`src/rtl/onehot_serial_encoder_pkg.sv`:
```
// Shared definitions for the one-hot serial encoder: FSM state encoding
// and an elaboration-time ceil(log2) helper for deriving index widths.
package onehot_serial_encoder_pkg;

  typedef enum logic {
    ST_IDLE = 1'b0,
    ST_SCAN = 1'b1
  } state_t;

  function automatic int clog2f(input int value);
    int result;
    result = 0;
    for (int i = 0; i < 31; i++) begin
      if ((1 << i) < value) result = i + 1;
    end
    return result;
  endfunction

endpackage

```
`src/rtl/onehot_serial_encoder_prio_enc.sv`:
```
// Combinational priority encoder: index of the lowest (LSB_FIRST=1) or highest
// set bit, plus any/single flags. Output is defined for zero and multi-hot input.
module prio_enc
  import onehot_serial_encoder_pkg::*;
#(
  parameter int N         = 8,
  parameter bit LSB_FIRST = 1'b1,
  localparam int W        = clog2f(N)
) (
  input  logic [N-1:0] vec,
  output logic [W-1:0] idx,
  output logic         any,
  output logic         single
);

  // The last matching iteration wins, so scan toward the priority end.
  always_comb begin
    idx = '0;
    if (LSB_FIRST) begin
      for (int i = N - 1; i >= 0; i--) begin
        if (vec[i]) idx = W'(i);
      end
    end else begin
      for (int i = 0; i < N; i++) begin
        if (vec[i]) idx = W'(i);
      end
    end
  end

  assign any    = |vec;
  assign single = any && ((vec & (vec - N'(1))) == '0);

endmodule

```
`src/rtl/onehot_serial_encoder.sv`:
```
// Registered request-vector serialiser: captures an N-bit vector and streams the
// index of each set bit in priority order over a valid/ready output.
module onehot_serial_encoder
  import onehot_serial_encoder_pkg::*;
#(
  parameter int N         = 8,
  parameter bit LSB_FIRST = 1'b1,
  localparam int W        = clog2f(N)
) (
  input  logic         clk,
  input  logic         rst_n,
  input  logic         in_valid,
  output logic         in_ready,
  input  logic [N-1:0] in_vec,
  output logic         out_valid,
  input  logic         out_ready,
  output logic [W-1:0] out_idx,
  output logic         out_last,
  output logic         out_multi,
  output logic         err_zero
);

  state_t         r_state;
  state_t         w_state_next;
  logic [N-1:0]   r_pending;
  logic           r_multi;
  logic           r_err_zero;
  logic [N-1:0]   w_clear_mask;
  logic [W-1:0]   w_idx;
  logic           w_any;
  logic           w_single;
  logic           w_accept;
  logic           w_beat;
  logic           w_vec_zero;

  prio_enc #(
    .N         (N),
    .LSB_FIRST (LSB_FIRST)
  ) u_prio_enc (
    .vec    (r_pending),
    .idx    (w_idx),
    .any    (w_any),
    .single (w_single)
  );

  assign in_ready     = (r_state == ST_IDLE);
  assign out_valid    = (r_state == ST_SCAN) && w_any;
  assign out_idx      = w_idx;
  assign out_last     = w_single;
  assign out_multi    = r_multi;
  assign err_zero     = r_err_zero;
  assign w_accept     = in_valid && in_ready;
  assign w_beat       = out_valid && out_ready;
  assign w_vec_zero   = (in_vec == '0);
  assign w_clear_mask = N'(1) << w_idx;

  always_comb begin
    w_state_next = r_state;
    case (r_state)
      ST_IDLE: if (w_accept && !w_vec_zero) w_state_next = ST_SCAN;
      ST_SCAN: if (w_beat && w_single) w_state_next = ST_IDLE;
      default: w_state_next = ST_IDLE;
    endcase
  end

  // A completed beat retires exactly the bit that was just presented.
  always_ff @(posedge clk) begin
    if (!rst_n) begin
      r_state    <= ST_IDLE;
      r_pending  <= '0;
      r_multi    <= 1'b0;
      r_err_zero <= 1'b0;
    end else begin
      r_state    <= w_state_next;
      r_err_zero <= w_accept && w_vec_zero;
      if (w_accept && !w_vec_zero) begin
        r_pending <= in_vec;
        r_multi   <= ((in_vec & (in_vec - N'(1))) != '0);
      end else if (w_beat) begin
        r_pending <= r_pending & ~w_clear_mask;
      end
    end
  end

endmodule

```
`config.mk`:
```
export PLATFORM = sky130hd
export DESIGN_NAME = onehot_serial_encoder
export DESIGN_NICKNAME = d
export VERILOG_FILES = /design/src/rtl/onehot_serial_encoder_pkg.sv /design/src/rtl/onehot_serial_encoder_prio_enc.sv /design/src/rtl/onehot_serial_encoder.sv
export SDC_FILE = /design/constraint.sdc
export NUM_CORES = 1
export LEC_CHECK = 0
export CAP_MARGIN = 5
export CORE_UTILIZATION = 30
export CTS_CLUSTER_DIAMETER = 40
export DETAILED_ROUTE_END_ITERATION = 10
export GPL_TIMING_DRIVEN = 0
export PLACE_DENSITY_LB_ADDON = 0.12
export SETUP_SLACK_MARGIN = 0.4
export SLEW_MARGIN = 15
export SYNTH_ARGS = -nofsm -noshare
export SYNTH_HDL_FRONTEND = slang
export SYNTH_SLANG_ARGS = --single-unit
```
`constraint.sdc`:
```
create_clock -name clk -period 1.28 [get_ports clk]
set_input_delay 0.192 -clock clk [delete_from_list [all_inputs] [get_ports clk]]
set_output_delay 0.192 -clock clk [all_outputs]
set_load 0.02 [all_outputs]
```
==> flow_summary.toml <==
[timing]
min_period_over_period_pct = 132
hold_viol = 0
relSlewSlack_pct = 72.7
fmax_mhz = 593
worstMarginPinSlew_ps = 407
fin_skew_ps = 1.44
slew_viol_final = 0
setup_viol = 10
whs_ps = 214
finalWorstSetupSlack_ps = -406
fin_crit_ps = 1690
grt_setup_unrepaired = "true"

[clocking]
clk_latency_ps = 260
clock_path_buffers = 2
clk_pin_slew_ps = 70
cts_tree = "yes"
h-tree-depth = 1
clock-root-buffer = "clkbuf_4"
cts_inserted_buffers = 3
clock-sinks = 11
postCtsHoldBufs = 0

[place]
post-place-ws_ps = -637
dpl.hpwl_um = 1480
post-place-cells = 145
place_congestion = 0.775
port_buffers = 19

[status]
violations = "setup timing"
outcome = "complete, but fails checks"

[detailed_routing]
drc = 0
avgRoutedWirePerCell_um = 13.9
dr.first_iter.drc_count = 13
vias_per_cell = 5.42
routed-via-count = 910
ant_nets = 0
drt_wl_total_um = 2330
drtPass1Iterations = 4

[power_and_ir_drop]
peakVddDrop_mv = 0.530
seq_power_share_pct = 33.3
comb_power_share_pct = 47.0
power_uw = 1200
cellPowerDensity_nw_per_um2 = 874
netSwitchingFraction_pct = 35.7
clockPowerShare_pct = 19.7
power.internal_uw = 772
power.switching_uw = 429
p_leak_uw = 0.000533

[synth]
synth_top_cell_area_share_pct = 30.0
synthTopCellsByArea = "dfxtp_1 (30%), a21oi_1 (8.2%), nor2_1 (7.2%), nor4_4 (5.8%), nand2_1 (5.6%)"
yosysTopAreaCell = "dfxtp_1"
synth.avg_cell_area_sq_um = 7.49
synth_seq_cells = 11
netlist_area_sq_um = 734
yosysSeqAreaShare_pct = 30.0
synth_cells = 98
synth_top_family_by_area = "simple AND/OR/NAND/NOR gates"
synth.mux.area_fraction_pct = 1.36
synth-compound-area-share_pct = 29.8
synthesis.nets = 110
synth_xor_area_share_pct = 2.39
synthSimpleGateAreaFrac_pct = 30.7
ys_warn_count = 0
synthAdderAreaFrac_pct = 0
synth_cell_types = 31

[critical_path]
worst-setup-path-type = "reg -> out"
crit_family = "simple AND/OR/NAND/NOR gates"
critPathLaunchType = "flop"
crit_fanout = 8
cp.required_ps = 1090
rr_endpoint = "r_pending[6]"
crit_end = "out_last"
reg2reg_slack_ps = -320
worst_r2r_path_depth = 7
cp_cell_sequence = "buf_8 > nor4_4 > o2111ai_2 > o21ai_2 > buf_6"
crit_cells = 5
cpPeakStageDelay_ps = 330
crit_arrival_ps = 1490
crit_path_end_kind = "output port"
crit_buf_inv = 2
reg2reg_from = "r_pending[0]"
cpMaxStageDelayCell = "nor4_4"
startpoint = "r_pending[0]"

[floorplan]
dieArea_sq_um = 2650
core_area_sq_um = 2250
start_util_pct = 32.6
chipHeight_um = 51.5
io_pins = 20
die_width_um = 51.5
num_rows = 17

[flow_run]
max-cap-violations = 0

[cells_and_area]
drive_gt1_share_pct = 60.0
synthToLayoutAreaGrowth_pct = 87.1
fin_cells = 168
postLayoutCoreUtil_pct = 60.9
fillers = 210
final_net_count = 153
n_antenna_cell = 0

[global_routing]
grt_pass1_wl_um = 3800
track_usage_pct = 19.1
grt_max_degree = 10
antenna_found_initial = 0
grt_pass1_vias = 849
grt.overflow.total = 0

[min_path]
hold_class = "in -> reg"
[logic make-up (layout without fill, tap and decap cells)]
group,count (synthesis),after routing
multiplexers,1,1
flip-flops,11,11
AO/OA/AOI/OAI,34,34
AND/OR/NAND/NOR,41,41
buffers and inverters,9,51
XOR/XNOR,2,2
[routing by layer]
layer / GRT usage [%] / vias up / wire (um)
met2: 31.8 / 21 / 1160
li1: - / 448 / -
met5: 0 / - / 0
met4: 6.76 / 0 / 38
met1: 24.6 / 437 / 1050
met3: 2.98 / 4 / 82
[layout by cell type (no fill, tap or decap), types with 2 or more instances in the layout]
cell type / n
a211oi_2: 2
a21oi_1: 9
a21oi_2: 3
buf_2: 4
buf_4: 16
buf_6: 14
clkbuf_4: 3
clkdlybuf4s15_2: 3
dfxtp_1: 2
dfxtp_2: 6
dfxtp_4: 3
dlygate4sd2_1: 3
nand2_1: 10
nand3_2: 2
nor2_1: 8
nor2_2: 4
nor2_4: 2
nor3_1: 3
nor4_4: 4
o211ai_1: 3
o21ai_0: 5
o21ai_2: 2
xor2_1: 2
[cell usage after synthesis (all sizes together)]
cell type / count
a221oi: 1
a21bo: 1
a32oi: 1
nand3: 3
o211ai: 3
a21boi: 1
inv: 3
o311ai: 1
xor2: 2
dfxtp: 11
o31ai: 1
mux2i: 1
nor3: 4
nor2b: 1
buf: 5
clkinv: 1
nand4b: 1
a21oi: 12
nand2b: 1
o2111ai: 1
or3: 1
nand2: 11
nor2: 14
a311o: 1
or4: 1
nor4: 4
o21ai: 8
a211oi: 3
[through the flow]
step / instance area (sq um) / TNS [ps]
2_1_floorplan: 838 / -249
3_3_place_gp: 1060 / -6890
3_5_place_dp: 1060 / -7060
4_1_cts: 1280 / -2650
5_1_grt: 1370 / -3580
6_report: 1370 / -2860
[power by group through the flow]
stage | clock [uW] | sequential (uW) | combinational (uW)
global route | 264 | 404 | 602
finish | 236 | 400 | 565
CTS | 245 | 394 | 492
global placement | 0 | 399 | 403
floorplan | 0 | 398 | 250
detailed placement | 0 | 400 | 407
[repair_timing]
action,4_1_cts,5_1_grt
buffers inserted,15,4
resized for setup,91,23
endpoints found under the setup margin,19,19
pin swaps,18,17
hold endpoints to repair,0,0
cloned,0,0
[sequential cells by signal, indices dropped and copies added, names as in the netlist]
name       cells
err_zero       1
r_state        1
out_multi      1
r_pending      8
[area by class of cell]
type	instances	area [sq um]	share of cell area (%)
Sequential cell	11	239	17.4
Multi-Input combinational cell	78	668	48.6
Timing Repair Buffer	38	328	23.9
Tap cell	28	35.0	2.55
Buffer	5	60.1	4.37
Inverter	4	17.5	1.28
Clock buffer	4	26.3	1.91
[worst min path at each step]
stage,from,endpoint,slack (ps),cells after the start
after detailed placement,out_multi,out_multi,550,2
final,in_vec[5],r_pending[5],210,3
after CTS,in_vec[5],r_pending[5],210,3
after global placement,out_multi,out_multi,540,2
after global routing,in_vec[5],r_pending[5],220,3
after floorplan,rst_n,err_zero,310,2
[tightest hold or removal path: stages]
cell	delay (ps)
buf_2	140
nand2_1	60
a21oi_1	50
Power figures use the tool's default switching activity.
